`config.mk`:
```
export PLATFORM = sky130hd
export DESIGN_NAME = sdc_sector_server
export DESIGN_NICKNAME = d
export VERILOG_FILES = /design/src/rtl/sdc_sector_server.sv
export SDC_FILE = /design/constraint.sdc
export NUM_CORES = 1
export LEC_CHECK = 0
export ABC_AREA = 1
export CAP_MARGIN = 15
export CORE_MARGIN = 10
export CORE_UTILIZATION = 46
export CTS_BUF_LIST = sky130_fd_sc_hd__clkbuf_8 sky130_fd_sc_hd__clkbuf_16
export DETAILED_ROUTE_END_ITERATION = 12
export PLACE_DENSITY_LB_ADDON = 0.15
export SLEW_MARGIN = 20
export SYNTH_ARGS = -nofsm -noshare
export SYNTH_HDL_FRONTEND = slang
export SYNTH_SLANG_ARGS = --single-unit
```
`constraint.sdc`:
```
create_clock -name clk_sys -period 2.8 [get_ports clk_sys]
set_clock_uncertainty 0.15 [all_clocks]
set_input_delay 0.42 -clock clk_sys [delete_from_list [all_inputs] [get_ports clk_sys]]
set_output_delay 0.42 -clock clk_sys [all_outputs]
set_load 0.005 [all_outputs]
```
`src/rtl/sdc_sector_server.sv`:
```
`default_nettype none
// ============================================================================
// Module   : sdc_sector_server
// Brief    : Round-robin arbiter that serves per-drive sector read requests
//            from a single block device, streaming 512 bytes per transfer.
// Revision : 1.0 - initial release
// ============================================================================
module sdc_sector_server #(
  parameter logic [23:0] TIMEOUT = 24'd1_000_000,
  parameter int          DRIVES  = 4
) (
  input  logic              clk_sys,
  input  logic              reset,
  input  logic [DRIVES-1:0] sdc_rd,
  input  logic [31:0]       sdc_sector,
  output logic              sdc_busy,
  output logic              sdc_done,
  output logic              sdc_err,
  output logic              sdc_byte_in_strobe,
  output logic [8:0]        sdc_byte_in_addr,
  output logic [7:0]        sdc_byte_in_data,
  output logic              blk_req,
  output logic [31:0]       blk_lba,
  output logic [1:0]        blk_drive,
  input  logic              blk_ack,
  input  logic              blk_valid,
  input  logic [7:0]        blk_data,
  input  logic              blk_err
);

  localparam logic [8:0]  c_last_addr = 9'd511;
  localparam logic [23:0] c_tmo_max   = 24'hFF_FFFF;

  typedef enum logic [2:0] {
    S_IDLE    = 3'd0,
    S_GRANT   = 3'd1,
    S_REQ     = 3'd2,
    S_STREAM  = 3'd3,
    S_DONE    = 3'd4,
    S_RELEASE = 3'd5
  } state_t;

  state_t      r_state;
  state_t      w_next;
  logic [1:0]  r_last;
  logic [1:0]  w_pick;
  logic        w_any;
  logic [9:0]  r_cnt;
  logic [23:0] r_tmo;
  logic        r_err;
  logic        w_tmo_hit;
  logic        w_fail;
  logic        w_take;
  logic        w_last_strobe;

  // Scan from the highest offset down so the drive just above r_last wins.
  always_comb begin
    w_pick = r_last;
    w_any  = 1'b0;
    for (int k = 4; k >= 1; k--) begin
      if (sdc_rd[r_last + 2'(k)]) begin
        w_pick = r_last + 2'(k);
        w_any  = 1'b1;
      end
    end
  end

  assign w_tmo_hit     = (r_tmo >= TIMEOUT - 24'd1);
  assign w_fail        = blk_err | w_tmo_hit;
  assign w_take        = (r_state == S_STREAM) && blk_valid && !r_cnt[9] && !w_fail;
  assign w_last_strobe = sdc_byte_in_strobe && (sdc_byte_in_addr == c_last_addr);

  always_ff @(posedge clk_sys or posedge reset) begin
    if (reset) r_state <= S_IDLE;
    else       r_state <= w_next;
  end

  always_comb begin
    w_next   = r_state;
    sdc_busy = 1'b0;
    sdc_done = 1'b0;
    sdc_err  = 1'b0;
    blk_req  = 1'b0;
    case (r_state)
      S_IDLE: begin
        if (w_any) w_next = S_GRANT;
      end
      S_GRANT: begin
        sdc_busy = 1'b1;
        w_next   = w_any ? S_REQ : S_IDLE;
      end
      S_REQ: begin
        sdc_busy = 1'b1;
        blk_req  = 1'b1;
        if (w_fail)       w_next = S_DONE;
        else if (blk_ack) w_next = S_STREAM;
      end
      S_STREAM: begin
        sdc_busy = 1'b1;
        if (w_fail || w_last_strobe) w_next = S_DONE;
      end
      S_DONE: begin
        sdc_done = 1'b1;
        sdc_err  = r_err;
        w_next   = S_RELEASE;
      end
      S_RELEASE: begin
        if (!sdc_rd[blk_drive]) w_next = S_IDLE;
      end
      default: w_next = S_IDLE;
    endcase
  end

  always_ff @(posedge clk_sys or posedge reset) begin
    if (reset) begin
      r_last             <= 2'd3;
      r_cnt              <= '0;
      r_tmo              <= '0;
      r_err              <= 1'b0;
      blk_lba            <= '0;
      blk_drive          <= '0;
      sdc_byte_in_strobe <= 1'b0;
      sdc_byte_in_addr   <= '0;
      sdc_byte_in_data   <= '0;
    end else begin
      sdc_byte_in_strobe <= 1'b0;
      case (r_state)
        S_GRANT: begin
          if (w_any) begin
            blk_lba   <= sdc_sector;
            blk_drive <= w_pick;
            r_last    <= w_pick;
          end
          r_tmo <= '0;
          r_err <= 1'b0;
        end
        S_REQ: begin
          if (r_tmo != c_tmo_max) r_tmo <= r_tmo + 24'd1;
          if (w_fail)       r_err <= 1'b1;
          else if (blk_ack) r_cnt <= '0;
        end
        S_STREAM: begin
          if (r_tmo != c_tmo_max) r_tmo <= r_tmo + 24'd1;
          if (w_fail) r_err <= 1'b1;
          // Counter stops at 512 so surplus device bytes are dropped.
          if (w_take) begin
            sdc_byte_in_strobe <= 1'b1;
            sdc_byte_in_addr   <= r_cnt[8:0];
            sdc_byte_in_data   <= blk_data;
            r_cnt              <= r_cnt + 10'd1;
          end
        end
        default: ;
      endcase
    end
  end

endmodule
`default_nettype wire

```
# [After elaboration in Yosys (flattened, before gate mapping)]
# Cells that the tools add are included.
[totals] reg_bits=92 input_bits=49 output_inout_bits=56 elab_cells=94
[classes] add_sub_neg=5 n_lt_le_gt_ge=6 n_eq_ne=16 mux=38 n_bitwise=1 reduce_logical=18
[ops] cell="one-hot mux 24 bit (2 select lines)" n=1
[ops] cell="2-to-1 mux 10 bit" n=3
[ops] cell="adder 24 x 1 -> 24 bit (second input constant)" n=1
[ops] cell="greater-or-equal comparator 24 x 20 -> 1 bit (second input constant)" n=1
[ops] cell="2-to-1 mux 24 bit" n=1
[ops] cell="inequality test 24 bit (second input constant)" n=1
[ops] cell="one-hot mux 10 bit (2 select lines)" n=1
[ops] cell="one-hot mux 3 bit (6 select lines)" n=1
[ops] cell="2-to-1 mux 1 bit" n=16
[ops] cell="less-than comparator 2 x 3 -> 1 bit (second input constant)" n=5
[ops] cell="2-to-1 mux 3 bit" n=5
[ops] cell="adder 10 x 1 -> 10 bit (second input constant)" n=1
[ops] cell="binary-select mux 1 bit (select 2 bit)" n=5
[ops] cell="inequality test 2 bit (second input constant)" n=5
[ops] cell="equality test 9 bit (second input constant)" n=1
[ops] cell="2-to-1 mux 2 bit" n=4
[ops] cell="AND reduction 2 bit" n=4
[ops] cell="AND reduction 4 bit" n=2
[ops] cell="equality test 3 x 2 -> 1 bit (second input constant)" n=2
[ops] cell="equality test 3 bit (second input constant)" n=2
[ops] cell="inequality test 2 x 1 -> 1 bit (second input constant)" n=3
[ops] cell="adder 2 bit (second input constant)" n=2
[ops] cell="logical AND 1 bit" n=4
[ops] cell="nonzero test 2 bit" n=2
[ops] cell="10 further kinds" n=11

# [Logic depth before layout (Yosys ltp)]
[logic_depth] depth_word=8 depth_mapped=13 ltp_nobuf=12

# [Worst setup path before layout]
# Ideal clock, no wire load.
[synth_path] kind="reg-to-reg" from="register r_tmo[0]" to="register sdc_byte_in_addr[2]" setup_ns=0.117 t_arrival_ns=1.531 required_ns=2.533 path_slack_ns=1.003 path_stages_with_launch=12 path_buffers=1 synth_period_minus_slack_ns=1.797 path_cell_list="dfrtp_1 > ha_1 > nand3_1 > o21ai_0 > nand3_1 > nand3_2 > inv_2 > nand2_2 > inv_2 > buf_6 > nand2_1 > nand2_1"
[synth_via] elab_chain_cells=5
[synth_rtl] item="start: declaration" line_no="49" text="logic [23:0] r_tmo;"
[synth_rtl] item="start signal: assignment" line_no="138" text="if (r_tmo != c_tmo_max) r_tmo <= r_tmo + 24'd1;"
[synth_rtl] item="start signal: assignment" line_no="143" text="if (r_tmo != c_tmo_max) r_tmo <= r_tmo + 24'd1;"
[synth_rtl] item="greater-or-equal comparator 24 x 20 -> 1 bit" line_no="68" text="assign w_tmo_hit = (r_tmo >= TIMEOUT - 24'd1);"
[synth_rtl] item="OR 1 bit" line_no="69" text="assign w_fail = blk_err | w_tmo_hit;"
[synth_rtl] item="zero test 1 bit" line_no="70" text="assign w_take = (r_state == S_STREAM) && blk_valid && !r_cnt[9] && !w_fail;"
[synth_rtl] item="logical AND 1 bit" line_no="70"
[synth_rtl] item="AND reduction 2 bit (no source line)"
[synth_rtl] item="end signal: assignment" line_no="148" text="sdc_byte_in_addr <= r_cnt[8:0];"
[synth_rtl] item="end: declaration" line_no="20" text="output logic [8:0] sdc_byte_in_addr,"
# Every way passes these cells.
# A chain may end at the register's enable or synchronous reset.

# [Final worst setup path]
[layout_path] from="register r_tmo[0]" to="register r_cnt[9]"
[layout_via] elab_chain_cells=6 word_cells_on_any_way=7 cone_classes="order compare: 1; eq/ne: 2; bitwise: 1; reduce/logical: 3"
[layout_rtl] item="greater-or-equal comparator 24 x 20 -> 1 bit (*)" line_no="68"
[layout_rtl] item="OR 1 bit (*)" line_no="69"
[layout_rtl] item="zero test 1 bit" line_no="70"
[layout_rtl] item="logical AND 1 bit" line_no="70"
[layout_rtl] item="inequality test 2 bit (no source line)"
[layout_rtl] item="AND reduction 4 bit (no source line) (*)"
[layout_rtl] item="end signal: assignment" line_no="150" text="r_cnt <= r_cnt + 10'd1;"
[layout_rtl] item="end: declaration" line_no="48" text="logic [9:0] r_cnt;"
# Every way passes the cells marked *; elsewhere a longest branch is shown, timed or not.

==> flow_summary.ini <==
[worst_setup_path]
critPathCaptureType = register
cp.required_ns = 2.91
worst_setup_path_start_kind = register
r2r-end = r_cnt[9]
critPathMaxFanout = 28
arrival_ns = 2.56
reg2regPathDepth = 10
rr_startpoint = r_tmo[0]
rrSetupSlack_ns = 0.34
crit_type = reg2reg
crit_slowest_cell = dfrtp_1
crit_chain = ha_1 -> nand3_1 -> o21ai_0 -> nand3_1 -> nand3_2 -> inv_2 -> nand2_2 -> nand2_2 -> nand2_1 -> nand2_1
slowest_delay_ns = 0.46

[yosys]
ys_seq_area_share_pct = 47.6
avgSynthCellArea_um2 = 7.47
synth_cell_types = 37
ys_warn_count = 0
synth_cells = 648
ys_ff_latch = 92
synth_nets = 699
syn_area_mm2 = 0.00484

[drt]
dr_total_vias = 4458
ant_nets = 0
drc = 0
via_per_inst = 5.00
wl_mm = 12.9
drtIter0Drc = 296
first_pass_iters = 4
drt-wirelength-per-cell_um = 14.5

[clocking]
insertion_delay_ns = 0.36
cts_sinks = 92
cts-resized-gates = 0
cts_hold_buf = 0
cts_root_buf = clkbuf_8
numCtsBuffers = 9
clockBufferDepth = 2
post_cts_buffers = 0
clkSlewWorstSetupHoldPaths_ns = 0.09
ctsHtreeMaxLevel = 3
cts_tree = yes

[power_and_ir_drop]
p_sw_share_pct = 38.4
ir_drop_v = 0.000531
p_sw_mw = 1.98
powerDensity_mw_per_mm2 = 835
seqPwrFrac_pct = 38.6
clkPwrFrac_pct = 18.3
power_leakage_nw = 2.91
combPwrFrac_pct = 43.1
intPower_mw = 3.17

[cells_and_area]
area_delta_synth_final_pct = 27.3
final_common_cell = nand2_1
final_cell_mix = 271 x nand2_1, 104 x clkdlybuf4s50_1, 90 x dfrtp_1
stdcell_area_mm2 = 0.00616
layout.nets = 801
drive_gt1_share_pct = 6.49
antenna_cells = 0

[global_route]
grt_pass1_vias = 4356
grt_max_degree = 58
gr-total-overflow = 0
grt_pass1_wl_mm = 21.4
grtUsageTotal_pct = 17.3
antenna_found_initial = 0

[hold_path]
whs_path_depth = 2
timing.hold.worst.class = reg2reg
min_to = blk_lba[24]
hp-start = blk_lba[24]

[floorplan]
design.core.area_mm2 = 0.0103
die_h_um = 123
die_x_um = 123
die_area_mm2 = 0.0150
ios = 105
initial_core_util_pct = 47.1
num_rows = 37

[sta]
tightest_slew_ns = 0.722
min_period_ns = 2.46
setup_viol = 0
setup_tns_ns = 0
clock.fmax_mhz = 407
rsz0062_at_grt = false
fin_crit_sh_pct = 87.7
fin_ws_ns = 0.344
slew_viol_final = 0
slew_headroom_pct = 51.9
hold_violations = 0

[job]
maxCapViolations = 0

[placed_design]
placed_area_mm2 = 0.00596
dp_hpwl_mm = 9.54
place.gp.congestion = 0.904
port_buffers = 104
pre_cts_slack_ns = 0.329

[run_status]
run_status = completed
[worst max path at each step]
stage	startpoint	end	depth (start not counted)
6_report	r_tmo[0]	r_cnt[9]	10
5_1_grt	r_tmo[0]	sdc_byte_in_addr[2]	10
4_1_cts	r_tmo[0]	r_cnt[9]	10
3_5_place_dp	sdc_rd[2]	r_last[0]	11
3_3_place_gp	r_tmo[0]	r_cnt[4]	10
2_1_floorplan	r_tmo[0]	sdc_byte_in_addr[2]	11
[flip-flops by register name, summed over array words and instances (netlist names), 2 cells and up]
register / cells
blk_lba: 32
r_cnt: 10
sdc_byte_in_addr: 9
r_tmo: 24
sdc_byte_in_data: 8
blk_drive: 2
r_last: 2
r_state: 3
[logic make-up (layout without fill, tap and decap cells)]
kind of cell             count (synthesis)  in the layout  share of synthesized area [%]
adder cells (fa/ha/maj)                  2              2                          0.517
flip-flops                              92             92                           47.6
buffers and inverters                   78            185                           7.60
AO/OA/AOI/OAI                           47             47                           5.71
XOR/XNOR                                17             17                           3.07
AND/OR/NAND/NOR                        412            412                           35.5
[routing by layer]
| metal | share of wire [%] | track usage [%] | vias up |
|---|---|---|---|
| met5 | 0 | 0 | - |
| met4 | 1.8 | 4.93 | 0 |
| met3 | 6.1 | 4.68 | 20 |
| met2 | 47 | 28.1 | 129 |
| met1 | 45 | 22.2 | 2071 |
| li1 | - | - | 2238 |
[area by class of cell]
type | instances | area, um^2
clock inverter | 6 | 70.1
clock buffer | 10 | 138
multi-input combinational | 478 | 2170
timing repair buffer | 110 | 1090
tap | 136 | 170
sequential | 92 | 2300
fill | 940 | 4110
inverter | 59 | 225
[Yosys cell counts, drive strengths merged]
master  instances  area, um^2
o211ai          4        30.0
xnor2           1        8.76
nand4           7        50.1
nor2           56         235
o31ai           3        22.5
clkinv          1        3.75
nand2         277        1060
clkbuf          1        3.75
inv            58         218
dfstp           2        52.6
nand2b          1        6.26
or2             1        6.26
nand3          52         265
xor2           16         140
ha              2        25.0
buf            18         143
nor3           15        75.1
o21ai          28         140
a21oi           4        20.0
o22ai           6        50.0
nor4            1        6.26
dfrtp          90        2250
a31oi           1        6.26
a21o            1        7.51
nor3b           2        15.0
[through the flow]
step	power, mW	std cells	util (%)	hold slack [ns]
3_5_place_dp	4.24	875	57.9	0.314
6_report	5.15	891	60.0	0.338
5_1_grt	5.56	891	60.0	0.364
4_1_cts	5.21	891	60.0	0.339
2_1_floorplan	3.24	648	-	0.322
3_3_place_gp	4.18	875	57.9	0.311
[worst max-delay path: cells and delay by family, from the launching register on]
kind / cells / cell delay [ns]
fa+ha+maj: 1 / 0.22
simple gates: 7 / 1.25
compound gates: 1 / 0.20
buf+inv: 1 / 0.06
flops: 1 / 0.46
[power groups by stage]
| stage | clock network, mW | registers [mW] | logic [mW] |
|---|---|---|---|
| final | 0.943 | 1.98 | 2.22 |
| after global routing | 1.02 | 2.04 | 2.50 |
| after CTS | 0.974 | 1.98 | 2.25 |
| after detailed placement | 0 | 2.00 | 2.24 |
| after global placement | 0 | 2.00 | 2.18 |
| after floorplan | 0 | 1.99 | 1.25 |
Note: power is estimated with default switching activity, not from simulation.
